`config.mk`:
```
export PLATFORM = sky130hd
export DESIGN_NAME = bilerp_seq_flat
export DESIGN_NICKNAME = d
export VERILOG_FILES = /design/src/rtl/bilerp_pkg.sv /design/src/rtl/bilerp_seq_if.sv /design/src/rtl/bilerp_seq_lerp_unit.sv /design/src/rtl/bilerp_seq.sv /design/src/flat_wrapper.sv
export SDC_FILE = /design/constraint.sdc
export NUM_CORES = 1
export LEC_CHECK = 0
export BUFFER_PORTS_ARGS = -buffer_cell sky130_fd_sc_hd__buf_2
export CELL_PAD_IN_SITES_DETAIL_PLACEMENT = 0
export CELL_PAD_IN_SITES_GLOBAL_PLACEMENT = 1
export CORE_MARGIN = 1
export CORE_UTILIZATION = 42
export DETAILED_ROUTE_END_ITERATION = 10
export HOLD_SLACK_MARGIN = 0.03
export PLACE_DENSITY_LB_ADDON = 0.1
export SYNTH_ARGS = -nofsm -noshare
export SYNTH_HDL_FRONTEND = slang
export SYNTH_HIERARCHICAL = 1
export SYNTH_SLANG_ARGS = --single-unit
```
`constraint.sdc`:
```
create_clock -name clk -period 8.1 [get_ports clk]
set_input_delay 0 -clock clk [delete_from_list [all_inputs] [get_ports clk]]
set_output_delay 0 -clock clk [all_outputs]
set_load 0.01 [all_outputs]
```
`src/rtl/bilerp_pkg.sv`:
```
// bilerp_pkg: shared widths, rounding constant and FSM encoding for bilerp_seq
package bilerp_pkg;
    localparam int DEF_PW     = 8;
    localparam int DEF_FW     = 8;
    localparam int PROD_W     = DEF_PW + DEF_FW + 2;
    localparam int ROUND_HALF = 1 << (DEF_FW - 1);
    localparam logic [2:0] S_IDLE = 3'd0;
    localparam logic [2:0] S_TOP  = 3'd1;
    localparam logic [2:0] S_BOT  = 3'd2;
    localparam logic [2:0] S_VERT = 3'd3;
    localparam logic [2:0] S_DONE = 3'd4;
endpackage

```
`src/rtl/bilerp_seq_if.sv`:
```
// bilerp_seq_if: upstream neighbour/fraction stream and downstream pixel stream
interface bilerp_seq_if
    import bilerp_pkg::*;
#(
    parameter int PW = DEF_PW,
    parameter int FW = DEF_FW
);
    logic          in_valid;
    logic          in_ready;
    logic [PW-1:0] p00;
    logic [PW-1:0] p01;
    logic [PW-1:0] p10;
    logic [PW-1:0] p11;
    logic [FW-1:0] fx;
    logic [FW-1:0] fy;
    logic          out_valid;
    logic          out_ready;
    logic [PW-1:0] out_pix;
    logic          busy;

    modport master (
        output in_valid, p00, p01, p10, p11, fx, fy, out_ready,
        input  in_ready, out_valid, out_pix, busy
    );

    modport slave (
        input  in_valid, p00, p01, p10, p11, fx, fy, out_ready,
        output in_ready, out_valid, out_pix, busy
    );
endinterface

```
`src/rtl/bilerp_seq_lerp_unit.sv`:
```
// lerp_unit: combinational a + round((b - a) * f / 2^FW), saturated to the pixel range
module lerp_unit
    import bilerp_pkg::*;
#(
    parameter int PW = DEF_PW,
    parameter int FW = DEF_FW
) (
    input  logic [PW-1:0] a,
    input  logic [PW-1:0] b,
    input  logic [FW-1:0] f,
    output logic [PW-1:0] y
);
    localparam int PRW = PW + FW + 2;
    localparam logic signed [PRW-1:0] RH = PRW'(1) <<< (FW - 1);

    logic signed [PW:0]    d;
    logic signed [PRW-1:0] prod;
    logic signed [PRW-1:0] r;
    logic signed [PRW:0]   s;

    // signed difference, weighted, rounded half-up by arithmetic shift, then clamped
    always_comb begin
        d    = $signed({1'b0, b}) - $signed({1'b0, a});
        prod = PRW'(d) * PRW'($signed({1'b0, f}));
        r    = (prod + RH) >>> FW;
        s    = $signed({{(PRW + 1 - PW){1'b0}}, a}) + (PRW + 1)'(r);
        y    = s[PRW] ? '0 : (|s[PRW-1:PW]) ? '1 : s[PW-1:0];
    end
endmodule

```
`src/rtl/bilerp_seq.sv`:
```
// bilerp_seq: bilinear pixel from three sequential lerps on one shared lerp_unit
module bilerp_seq
    import bilerp_pkg::*;
#(
    parameter int PW = DEF_PW,
    parameter int FW = DEF_FW
) (
    input logic         clk,
    input logic         rst,
    bilerp_seq_if.slave bus
);
    logic [2:0]    state;
    logic [2:0]    state_n;
    logic [PW-1:0] c00, c01, c10, c11;
    logic [FW-1:0] cfx, cfy;
    logic [PW-1:0] top_r, bot_r, pix_r;
    logic [PW-1:0] la, lb, ly;
    logic [FW-1:0] lf;
    logic          accept;

    assign bus.in_ready  = (state == S_IDLE) || (state == S_DONE && bus.out_ready);
    assign bus.out_valid = state == S_DONE;
    assign bus.busy      = state != S_IDLE;
    assign bus.out_pix   = pix_r;
    assign accept        = bus.in_valid && bus.in_ready;

    // operand mux: the state picks which of the three lerps runs this cycle
    always_comb begin
        la = state == S_TOP ? c00 : state == S_BOT ? c10 : top_r;
        lb = state == S_TOP ? c01 : state == S_BOT ? c11 : bot_r;
        lf = state == S_VERT ? cfy : cfx;
    end

    lerp_unit #(.PW(PW), .FW(FW)) u_lerp (.a(la), .b(lb), .f(lf), .y(ly));

    // next state; an accept in DONE goes straight to TOP so streaming has no bubble
    always_comb begin
        state_n = accept ? S_TOP :
                  state == S_TOP  ? S_BOT :
                  state == S_BOT  ? S_VERT :
                  state == S_VERT ? S_DONE :
                  (state == S_DONE && bus.out_ready) ? S_IDLE : state;
    end

    // state, input capture on accept, and the three result registers
    always_ff @(posedge clk) begin
        if (rst) begin
            state <= S_IDLE;
            {c00, c01, c10, c11, cfx, cfy} <= '0;
            top_r <= '0;
            bot_r <= '0;
            pix_r <= '0;
        end else begin
            state <= state_n;
            if (accept) {c00, c01, c10, c11, cfx, cfy} <= {bus.p00, bus.p01, bus.p10, bus.p11, bus.fx, bus.fy};
            if (state == S_TOP) top_r <= ly;
            if (state == S_BOT) bot_r <= ly;
            if (state == S_VERT) pix_r <= ly;
        end
    end
endmodule

```
`src/flat_wrapper.sv`:
```
// flat-port wrapper written by rule: the top's interface ports become plain ports
module bilerp_seq_flat import bilerp_pkg::*;
#(
    parameter int PW = DEF_PW,
    parameter int FW = DEF_FW
)
  (clk, rst, bus_in_valid, bus_p00, bus_p01, bus_p10, bus_p11, bus_fx, bus_fy, bus_out_ready, bus_in_ready, bus_out_valid, bus_out_pix, bus_busy);
  bilerp_seq_if #(.PW(PW), .FW(FW)) bus_i ();
  input logic clk;
  input logic rst;
  input wire logic [$bits(bus_i.in_valid)-1:0] bus_in_valid;
  input wire logic [$bits(bus_i.p00)-1:0] bus_p00;
  input wire logic [$bits(bus_i.p01)-1:0] bus_p01;
  input wire logic [$bits(bus_i.p10)-1:0] bus_p10;
  input wire logic [$bits(bus_i.p11)-1:0] bus_p11;
  input wire logic [$bits(bus_i.fx)-1:0] bus_fx;
  input wire logic [$bits(bus_i.fy)-1:0] bus_fy;
  input wire logic [$bits(bus_i.out_ready)-1:0] bus_out_ready;
  output wire logic [$bits(bus_i.in_ready)-1:0] bus_in_ready;
  output wire logic [$bits(bus_i.out_valid)-1:0] bus_out_valid;
  output wire logic [$bits(bus_i.out_pix)-1:0] bus_out_pix;
  output wire logic [$bits(bus_i.busy)-1:0] bus_busy;
  assign bus_i.in_valid = bus_in_valid;
  assign bus_i.p00 = bus_p00;
  assign bus_i.p01 = bus_p01;
  assign bus_i.p10 = bus_p10;
  assign bus_i.p11 = bus_p11;
  assign bus_i.fx = bus_fx;
  assign bus_i.fy = bus_fy;
  assign bus_i.out_ready = bus_out_ready;
  assign bus_in_ready = bus_i.in_ready;
  assign bus_out_valid = bus_i.out_valid;
  assign bus_out_pix = bus_i.out_pix;
  assign bus_busy = bus_i.busy;
  bilerp_seq #(.PW(PW), .FW(FW)) u_core (.clk(clk), .rst(rst), .bus(bus_i));
endmodule
```
==> flow_summary.json <==
{
  "max_slew_margin_pct": 38.8,
  "clock-root-buffer": "clkbuf_16",
  "fin_ws_ps": -317,
  "drt_pass1_iterations": 5,
  "ioPinCount": 63,
  "antenna_found_initial": 0,
  "ys_ff_latch": 75,
  "grt_pass1_vias": 6498,
  "cp_slowest_cell": "fa_1",
  "yosysUniqueCellTypes": 64,
  "synthArstFlopShare_pct": 0,
  "final_nets": 1235,
  "worst_setup_path_start_kind": "flip-flop",
  "overflow": 0,
  "antenna_cells": 0,
  "drive_gt1_share_pct": 29.8,
  "via_per_inst": 5.03,
  "final_cell_mix": "131 x buf_4, 120 x nand2_1, 101 x nand2b_1",
  "seq_area_frac_synth_pct": 20.7,
  "critPathCapture": "u_core/bot_r[7]",
  "worstMarginPinSlew_ps": 919,
  "slowest_delay_ps": 530,
  "synthTopCellsByArea": "dfxtp_1 21%, fa_1 17%, ha_1 10%",
  "synthToLayoutAreaGrowth_pct": 37.7,
  "htreeDepth": 3,
  "port_buffers": 62,
  "die-height_microns": 133,
  "drtIter0Drc": 261,
  "routed_wl_mm": 19.4,
  "dp_hpwl_mm": 14.9,
  "final-setup-viol-count": 24,
  "drv_cap": 0,
  "dieArea_sq_um": 17800,
  "synth_compound_area_share_pct": 11.5,
  "yosys.area.top_type_share_pct": 20.7,
  "worstPathArrival_ps": 8690,
  "core_area_sq_um": 16700,
  "yosys.area_share.xor_xnor_pct": 2.42,
  "synthFlopType": "dfxtp_1",
  "syn_area_per_cell_sq_um": 8.59,
  "hold_path_class": "input port to flip-flop",
  "critPathTopFamily": "adder cells",
  "clk-insertion-delay-late_ps": 340,
  "drc": 0,
  "rows": 47,
  "path_buf_inv": 5,
  "synth_area_sq_um": 7240,
  "synth.area.mux_share_pct": 6.98,
  "yosys.area_share.adder_pct": 27.2,
  "whs_path_depth": 4,
  "ant_nets": 0,
  "r2r-end": "u_core/bot_r[7]",
  "cts_tree": "built",
  "detail_route.wl_per_cell_microns": 15.1,
  "path_clk_slew_ps": 70,
  "outcome": "complete, but fails checks",
  "r2r-start": "u_core/state[0]",
  "violations": "setup timing",
  "rr_worst_depth": 38,
  "period_needed_ps": 8420,
  "start_util_pct": 43.4,
  "worstSetupPathDepth": 38,
  "rsz0062_at_grt": "yes",
  "hold_violations": 0,
  "clock_skew_ps": 14.0,
  "slew_violations": 0,
  "synth_nets": 1015,
  "critPathCaptureType": "flip-flop",
  "post-route-util_pct": 59.7,
  "yosysTopAreaCell": "dfxtp_1",
  "critical_path_class": "flip-flop to flip-flop",
  "cts.sinks": 75,
  "grt_max_degree": 124,
  "synth-simple-area-share_pct": 23.8,
  "synth_enable_flop_cells": 0,
  "clock.fmax_mhz": 119,
  "fp.dieW_microns": 133,
  "final_common_cell": "buf_4",
  "synthCells": 843,
  "synth_top_family_by_area": "adder cells",
  "grt_use_total_pct": 21.9,
  "cts_buffers": 9,
  "yosys_warnings": 6,
  "crit_fanout": 6,
  "r2r_slack_ps": -320,
  "grt_first_pass_wirelength_mm": 31.3,
  "num-fill-cells": 1442,
  "clock_path_buffers": 2,
  "critPathLaunch": "u_core/state[0]",
  "required_ps": 8370,
  "period_share_pct": 104,
  "place_congestion": 0.829,
  "vias": 6471
}
-- kinds of logic (layout without fill, tap and decap cells) --
group,after synthesis,after routing
compound gates,131,131
xor+xnor,20,20
fa+ha+maj,120,120
buf+inv,123,347
flops,75,75
mux,50,50
simple gates,324,324
-- what timing repair did --
item / in CTS / in global routing
endpoints found under the hold margin: 48 / 0
setup buffers: 18 / 16
resized for setup: 37 / 45
endpoints found under the setup margin: 24 / 24
pin swaps: 47 / 58
hold buffers: 48 / 0
gates cloned: 0 / 1
-- synth_stat cells (3+ instances only) --
cell and count:
a21oi_1 49, buf_4 3, xnor2_1 12, ha_1 58, mux2i_1 49, buf_6 4
clkbuf_1 20, a211oi_1 8, and3b_1 3, nand2_1 129, fa_1 62, nand3_1 13
and2_1 15, o21ai_0 20, nand2b_1 101, nand3b_1 9, and3_1 5, a21o_1 8
o21a_1 6, nor2_1 14, xor2_1 8, inv_1 80, nor2b_1 9, nor3_1 8
a22oi_1 16, dfxtp_1 75, a21boi_0 3, buf_2 12
-- through the flow --
stage | setup slack, ps | instances | instance area [sq um] | TNS, ps | hold slack (ps)
6_report | -317 | 1287 | 9970 | -5110 | 54.9
5_1_grt | -684 | 1287 | 9970 | -13600 | 75.9
4_1_cts | -279 | 1273 | 9630 | -4950 | 32.1
3_5_place_dp | -544 | 1193 | 8570 | -10480 | 273
3_3_place_gp | -395 | 1193 | 8570 | -7710 | 260
2_1_floorplan | -160 | 843 | 7420 | -2170 | 133
-- final cells by class --
cell class | instances | area (sq um) | share of cell area, %
Multi-Input combinational cell | 645 | 5700 | 57.1
Timing Repair Buffer | 251 | 1900 | 19.0
Tap cell | 220 | 275 | 2.76
Clock buffer | 9 | 225 | 2.26
Sequential cell | 75 | 1510 | 15.1
Clock inverter | 6 | 65.1 | 0.653
Inverter | 81 | 304 | 3.05
-- layer usage --
metal | share of wire (%) | up-vias | GRT usage [%] | routed length [microns]
met3 | 2.9 | 22 | 2.44 | 570
met1 | 49 | 3098 | 30.5 | 9470
li1 | - | 3216 | - | -
met4 | 1.6 | 0 | 5.37 | 306
met5 | 0 | - | 0 | 0
met2 | 47 | 135 | 36.1 | 9050
-- worst min path at each step --
| stage | start | end |
|---|---|---|
| 4_1_cts | bus_in_valid | u_core/state[0] |
| 6_report | bus_in_valid | u_core/state[0] |
| 5_1_grt | bus_in_valid | u_core/state[0] |
| 3_5_place_dp | bus_fy[6] | u_core/cfy[6] |
| 3_3_place_gp | bus_fy[2] | u_core/cfy[2] |
| 2_1_floorplan | bus_out_ready | bus_in_ready |
-- registers in the layout, summed over array words and instances, names as in the netlist --
register	count
u_core/bus.out_pix	8
u_core/cfy	8
u_core/bot_r	8
u_core/c11	8
u_core/c00	8
u_core/c10	8
u_core/c01	8
u_core/state	3
u_core/top_r	8
u_core/cfx	8
-- worst register-to-register path, delay by kind of cell, from the launching register on --
kind            cells  cell delay, ps
fa+ha+maj          10            3470
compound gates     13            2330
simple gates        9            1300
buf+inv             5             590
flops               1             380
mux                 1             340
Power is left out: the tool's default activity adds up to more than one toggle a clock period on the data nets, which glitch-free logic cannot reach.
